### config.mk
export PLATFORM = sky130hd
export DESIGN_NAME = result_serializer
export DESIGN_NICKNAME = d
export VERILOG_FILES = /design/src/rtl/othello_io_pkg.sv /design/src/rtl/result_serializer.sv
export SDC_FILE = /design/constraint.sdc
export NUM_CORES = 1
export LEC_CHECK = 0
export BUFFER_PORTS_ARGS = -buffer_cell sky130_fd_sc_hd__buf_2
export CAP_MARGIN = 5
export CORE_MARGIN = 5
export CORE_UTILIZATION = 30
export CTS_CLUSTER_DIAMETER = 30
export DETAILED_ROUTE_END_ITERATION = 10
export GPL_TIMING_DRIVEN = 0
export PLACE_DENSITY_LB_ADDON = 0.25
export SLEW_MARGIN = 20
export SYNTH_ARGS = -nofsm -noshare
export SYNTH_HDL_FRONTEND = slang
export SYNTH_SLANG_ARGS = --single-unit
### constraint.sdc
create_clock -name clock -period 2.25 [get_ports clock]
set_input_delay 0.1125 -clock clock [delete_from_list [all_inputs] [get_ports clock]]
set_output_delay 0.1125 -clock clock [all_outputs]
set_load 0.01 [all_outputs]
### src/rtl/othello_io_pkg.sv
// othello_io_pkg
// Shared types and helpers for the host-side I/O path of the solver:
//   result_word_t   - result word as produced by the feed block's output FIFO
//   FRAME_LEN       - bytes per serialized frame
//   DEFAULT_SYNC    - default frame start byte
//   ser_state_t     - result_serializer FSM states
//   frame_checksum  - XOR checksum carried in the last byte of a frame
package othello_io_pkg;

    typedef struct packed {
        logic [7:0]  result;
        logic [15:0] taskid;
    } result_word_t;

    localparam int         FRAME_LEN    = 5;
    localparam logic [7:0] DEFAULT_SYNC = 8'hA5;

    typedef enum logic [1:0] {
        S_IDLE = 2'd0,
        S_POP  = 2'd1,
        S_WAIT = 2'd2,
        S_SEND = 2'd3
    } ser_state_t;

    function automatic logic [7:0] frame_checksum(input result_word_t w);
        return w.taskid[15:8] ^ w.taskid[7:0] ^ w.result;
    endfunction

endpackage

### src/rtl/result_serializer.sv
// result_serializer
// Pops one result word at a time from the feed block's output FIFO and
// streams it to the host link as a 5-byte frame:
//   SYNC_BYTE, taskid[15:8], taskid[7:0], result, checksum
// Ports:
//   clock        system clock, rising edge
//   reset        synchronous, active-high
//   fifo_data    result word {result, taskid} from the FIFO
//   fifo_empty   FIFO empty flag
//   fifo_rd_en   one-cycle pop strobe per frame
//   tx_data      frame byte toward the host link
//   tx_valid     tx_data valid (held until accepted)
//   tx_ready     host link accepts the byte this cycle
//   busy         serializer is not idle
//   frame_count  completed frames, wraps silently
module result_serializer
    import othello_io_pkg::*;
#(
    parameter int         READ_LATENCY = 1,
    parameter logic [7:0] SYNC_BYTE    = DEFAULT_SYNC,
    parameter int         COUNT_W      = 16
) (
    input  logic               clock,
    input  logic               reset,
    input  logic [23:0]        fifo_data,
    input  logic               fifo_empty,
    output logic               fifo_rd_en,
    output logic [7:0]         tx_data,
    output logic               tx_valid,
    input  logic               tx_ready,
    output logic               busy,
    output logic [COUNT_W-1:0] frame_count
);

    localparam logic [2:0] LAST_IDX = 3'(FRAME_LEN - 1);

    ser_state_t         state_q, state_d;
    logic [2:0]         idx_q, idx_d;
    logic [COUNT_W-1:0] count_q, count_d;
    result_word_t       word_q;
    logic [7:0]         csum_q;
    logic               capture;

    // Next-state logic. fifo_rd_en is decoded straight from the IDLE state so
    // a pop is issued in the same cycle fifo_empty is seen low; it is not
    // qualified by reset, so a pop coinciding with reset still reaches the
    // FIFO and that word is dropped.
    always_comb begin
        state_d    = state_q;
        idx_d      = idx_q;
        count_d    = count_q;
        capture    = 1'b0;
        fifo_rd_en = 1'b0;
        tx_valid   = 1'b0;
        case (state_q)
            S_IDLE: begin
                idx_d = 3'd0;
                if (!fifo_empty) begin
                    fifo_rd_en = 1'b1;
                    // first-word-fall-through: data is already on the bus
                    capture    = (READ_LATENCY == 0);
                    state_d    = S_POP;
                end
            end
            S_POP: begin
                if (READ_LATENCY == 2) begin
                    state_d = S_WAIT;
                end else begin
                    capture = (READ_LATENCY == 1);
                    state_d = S_SEND;
                end
            end
            S_WAIT: begin
                capture = 1'b1;
                state_d = S_SEND;
            end
            S_SEND: begin
                tx_valid = 1'b1;
                if (tx_ready) begin
                    if (idx_q == LAST_IDX) begin
                        idx_d   = 3'd0;
                        count_d = count_q + 1'b1;
                        state_d = S_IDLE;
                    end else begin
                        idx_d = idx_q + 3'd1;
                    end
                end
            end
            default: begin
                idx_d   = 3'd0;
                state_d = S_IDLE;
            end
        endcase
    end

    always_ff @(posedge clock) begin
        if (reset) begin
            state_q <= S_IDLE;
            idx_q   <= 3'd0;
            count_q <= '0;
        end else begin
            state_q <= state_d;
            idx_q   <= idx_d;
            count_q <= count_d;
        end
    end

    // Capture register: datapath only, contents are don't-care outside SEND.
    always_ff @(posedge clock) begin
        if (capture) begin
            word_q <= result_word_t'(fifo_data);
            csum_q <= frame_checksum(result_word_t'(fifo_data));
        end
    end

    // Byte mux: forced to zero outside SEND so the bus is quiet when idle.
    always_comb begin
        tx_data = 8'h00;
        if (state_q == S_SEND) begin
            case (idx_q)
                3'd0:    tx_data = SYNC_BYTE;
                3'd1:    tx_data = word_q.taskid[15:8];
                3'd2:    tx_data = word_q.taskid[7:0];
                3'd3:    tx_data = word_q.result;
                3'd4:    tx_data = csum_q;
                default: tx_data = 8'h00;
            endcase
        end
    end

    assign busy        = (state_q != S_IDLE);
    assign frame_count = count_q;

endmodule

---- Yosys cells after proc, flatten, opt, wreduce, memory -nomap -nowiden ----
Index checks and enable logic that the tools add are counted.
cells by class
  multiplexer cells ....................... 13
  reduce and logical (&&, ||, !) cells .... 8
  $lt $le $gt $ge ......................... 0
  shift operators ......................... 0
  eq/ne operators ......................... 10
  $mul .................................... 0
  $add $sub $neg .......................... 2
  div/mod/pow operators ................... 0
  bitwise operators ....................... 2
operators with widths
  cell                                                             count
  8-bit case mux with 5 select lines                               1
  16-bit by 1-bit adder with 16-bit output, second input constant  1
  8-bit XOR                                                        2
  8-bit 2-to-1 mux                                                 1
  3-bit by 2-bit == test with 1-bit output, second input constant  2
  2-bit 2-to-1 mux                                                 3
  3-bit 2-to-1 mux                                                 2
  2-bit inequality test, second input constant                     3
  2-bit case mux with 3 select lines                               1
  3-bit case mux with 2 select lines                               1
  3-bit AND reduction                                              2
  2-bit == test, second input constant                             2
  1-bit 2-to-1 mux                                                 4
  2-bit nonzero test                                               2
  3-bit by 1-bit adder with 3-bit output, second input constant    1
  3-bit by 1-bit == test with 1-bit output, second input constant  1
  3-bit == test, second input constant                             1
  3-bit zero test                                                  1
  2-bit by 1-bit == test with 1-bit output, second input constant  1
  2-bit zero test                                                  1
  2-bit AND reduction                                              1
  2-bit OR reduction                                               1
word-level totals
  output and inout port bits .............. 27
  logic and storage cells ................. 41
  memory bits (read-only) ................. 0
  bits in latches ......................... 0
  memories kept ........................... 0
  flip-flop bits (word level) ............. 53
  RAM bits ................................ 0

---- Depth between registers and ports, before layout ----
  depth after elaboration ................. 4
  depth in mapped cells ................... 7
  depth with buffers taken out ............ 6

---- Worst setup path after synthesis ----
Ideal clock, no wire load.
  kind .................................... flip-flop to flip-flop
  start point ............................. register state_q[1]
  end point ............................... register count_q[15] (netlist: frame_count[15])
  buffers on the path ..................... 1
  slack ................................... 0.449 ns
  arrival ................................. 1.731 ns
  stages on the path, launching flop included .. 7
  library setup time ...................... 0.071 ns
  cell sequence ........................... dfxtp_1 -> ha_1 -> buf_2 -> nand4_4 -> or2_4 -> or4_1 -> a21oi_1
on the way
  cells in the longest elaborated chain, start to end .. 2
ends and longest elaborated chain
  element                        RTL line                  source
  start, declared                result_serializer.sv:37   ser_state_t state_q, state_d;
  start signal, assigned         result_serializer.sv:102  state_q <= state_d;
  2-bit == test                  result_serializer.sv:55   case (state_q)
  3-bit AND reduction (no line)  n/a
  end signal, assigned           result_serializer.sv:104  count_q <= count_d;
  end, declared                  result_serializer.sv:39   logic [COUNT_W-1:0] count_q, count_d;
Every way passes these cells.
A chain may end at the register's enable or synchronous reset.

---- Worst setup path after layout ----
  start point ............................. register idx_q[1]
  end point ............................... output port tx_data[2]
on the way
  cells in the longest elaborated chain, start to end .. 3
  elaborated cells between the ends (all ways) .. 7
  those cells by class .................... 4 x eq/ne; 2 x mux; 1 x reduce/logical
ends and longest elaborated chain
  element                                RTL line                  source
  start, declared                        result_serializer.sv:38   logic [2:0] idx_q, idx_d;
  start signal, assigned                 result_serializer.sv:103  idx_q <= idx_d;
  3-bit == test (tied with other cells)  result_serializer.sv:120  case (idx_q)
  8-bit case mux with 5 select lines *   result_serializer.sv:120
  8-bit 2-to-1 mux *                     result_serializer.sv:119  if (state_q == S_SEND) begin
  end, declared                          result_serializer.sv:28   output logic [7:0] tx_data,
Mark *: on every way between the ends. The rest lies on a longest branch, timed or not.

==> flow_summary.ini <==
[run_status]
status = complete, no violations

[yosys]
synth-seq-cells = 53
yosysUniqueCellTypes = 36
syn_area_per_cell_sq_um = 11.6
synth_async_sr_flop_share_pct = 0
ys_warn_count = 0
yosysSeqAreaShare_pct = 57.4
netlist_instances = 208
synth_fp_nets = 244
synth_flop_cell = edfxtp_1
netlist_area_sq_um = 2400
synth-edff-count = 32

[timing]
holdWs_ns = 0.000410
fin_crit_ns = 2.09
relSlewSlack_pct = 51.3
worstMarginPinSlew_ns = 0.730
rsz0062_at_grt = false
clock_skew_ns = 0.00745
period_share_pct = 92.8
finalMaxSlewViolations = 0
setup_viol = 0
fmax_mhz = 479
hold_viol_final = 0

[finish]
drive_gt1_share_pct = 26.1
layout.cells.most_common = buf_2
fin_area_sq_um = 3120
nNetsFinal = 322
syn_to_final_growth_pct = 29.6
layout_common_cells = buf_2, edfxtp_1, nor2_1
post-route-util_pct = 40.1
diodes = 0

[setup_path]
critPathMaxStageDelay_ns = 0.39
critPathCaptureType = output port
critical_path_class = flop to output port
path_cells = inv_1, ha_1, buf_2, a222oi_1, o21a_1, nor2_1, buf_2
crit_slowest_cell = dfxtp_1
critPathBufInv = 3
crit_arrival_ns = 1.98
critical_path.top_delay_family = compound AO/OA/AOI/OAI gates
path_max_fanout = 10
cp_data_required_time_ns = 2.14
cp_common_cell = buf_2
startpoint_type = flop

[clock_network]
ctsLongestPathBuffers = 2
cts_setup_buffers = 0
cts-root-buf = clkbuf_8
cts-buffers-inserted = 5
clkTransAtPathRegs_ns = 0.10
htree_levels = 2
cts_tree = yes
clk_latency_ns = 0.31
clock-sinks = 53

[die]
die_width_um = 99.5
dieArea_sq_um = 9910
coreArea_sq_um = 7770
rows = 32
die_y_um = 99.5
io_pins = 55
initial_utilization_pct = 31.0

[grt]
grt_max_degree = 34
grt_use_total_pct = 10.9
grt_pass1_vias = 1801
overflow = 0
grt_pass1_wl_um = 8600
antenna_found_initial = 0

[power]
sw_frac_of_total_pct = 26.5
internal_power_mw = 1.57
pwr-share-comb_pct = 15.0
p_leak_nw = 1.19
p_per_area_nw_per_um2 = 687
clkPwrFrac_pct = 26.4
power.total_mw = 2.14
switchingPower_mw = 0.566
peakVddDrop_uv = 378
seq_power_share_pct = 58.5

[routing]
drtPass1Iterations = 4
wl_per_cell_um = 13.6
wl_um = 5300
remaining_drc_errors = 0
vias_per_cell = 4.72
num_vias = 1836
ant_nets = 0
drt_iter0_markers = 72

[placed_design]
io_buffers = 54
gp_congestion = 0.680
dp_hpwl_um = 3650
placed_cell_area_sq_um = 2810

[worst_hold_path]
hold_path.class = primary input to flop

[run]
drv_cap = 0
[flip-flops by register name, summed over array words and instances (netlist names)]
register	count
word_q	24
frame_count	16
csum_q	8
idx_q	3
state_q	2
[metrics by stage]
step	cells	setup slack, ns	TNS, ns
finish	389	0.161	0
floorplan	208	0.449	0
CTS	387	0.0418	0
global placement	364	-0.0596	-0.184
detailed placement	364	-0.0577	-0.177
global route	389	0.00524	0
[cells in the mapped netlist, drive strengths merged (3+ instances only)]
master   n  area, sq um
or3      3         18.8
and4     3         26.3
a22oi    3         22.5
nand2    8         30.0
clkbuf   7         26.3
nand3    5         25.0
nor3     4         20.0
a222oi   6         60.1
xor2     5         43.8
xnor2   22          193
edfxtp  32          961
dfxtp   21          420
nand4    5         46.3
inv      6         22.5
a21oi   15         75.1
ha       8          100
o21a     4         30.0
nor2    23         86.3
o21ai    4         20.0
and2     4         25.0
[layout make-up]
| cell class | instances | area [sq um] |
|---|---|---|
| Clock inverter | 3 | 26.3 |
| Clock buffer | 5 | 68.8 |
| Buffer | 7 | 33.8 |
| Tap cell | 102 | 128 |
| Inverter | 6 | 22.5 |
| Multi-Input combinational cell | 140 | 993 |
| Timing Repair Buffer | 73 | 460 |
| Sequential cell | 53 | 1380 |
| Fill cell | 779 | 4650 |
[power by group through the flow]
stage	clock network, mW	logic, mW	registers (mW)
5_1_grt	0.609	0.359	1.27
3_5_place_dp	0	0.297	1.28
4_1_cts	0.581	0.323	1.25
6_report	0.565	0.322	1.25
2_1_floorplan	0	0.194	1.26
3_3_place_gp	0	0.289	1.28
[per-layer routing]
layer	GRT usage [%]	wire length (um)	up-vias
met5	0	0	-
met2	18.9	2610	34
met3	2.38	236	9
met1	13.4	2380	876
li1	-	-	917
met4	3.47	78	0
[kinds of logic (layout without fill, tap and decap cells)]
logic type,count (synthesis),count (layout),synth area share (%)
compound gates,39,39,11.2
xor+xnor,27,27,9.83
fa+ha+maj,8,8,4.16
buf+inv,15,94,2.45
flops,53,53,57.4
mux,2,2,0.832
simple gates,64,64,14.1
[path summary, 6_finish.rpt]
kind	start	to	slack [ns]	depth (start not counted)
worst min register to register	frame_count[15]	frame_count[15]	0.48	2
worst max register to register	state_q[0]	frame_count[15]	0.34	6
worst min-delay path	fifo_data[8]	word_q[8]	0.0004	1
worst max-delay path	idx_q[1]	tx_data[2]	0.16	7
[repair_timing]
item | 4_1_cts | 5_1_grt
endpoints found under the hold margin | 16 | 3
setup endpoints to repair | 8 | 8
resized for setup | 5 | 6
pin swaps | 0 | 1
hold buffers | 16 | 3
Note: power is estimated with default switching activity, not from simulation.
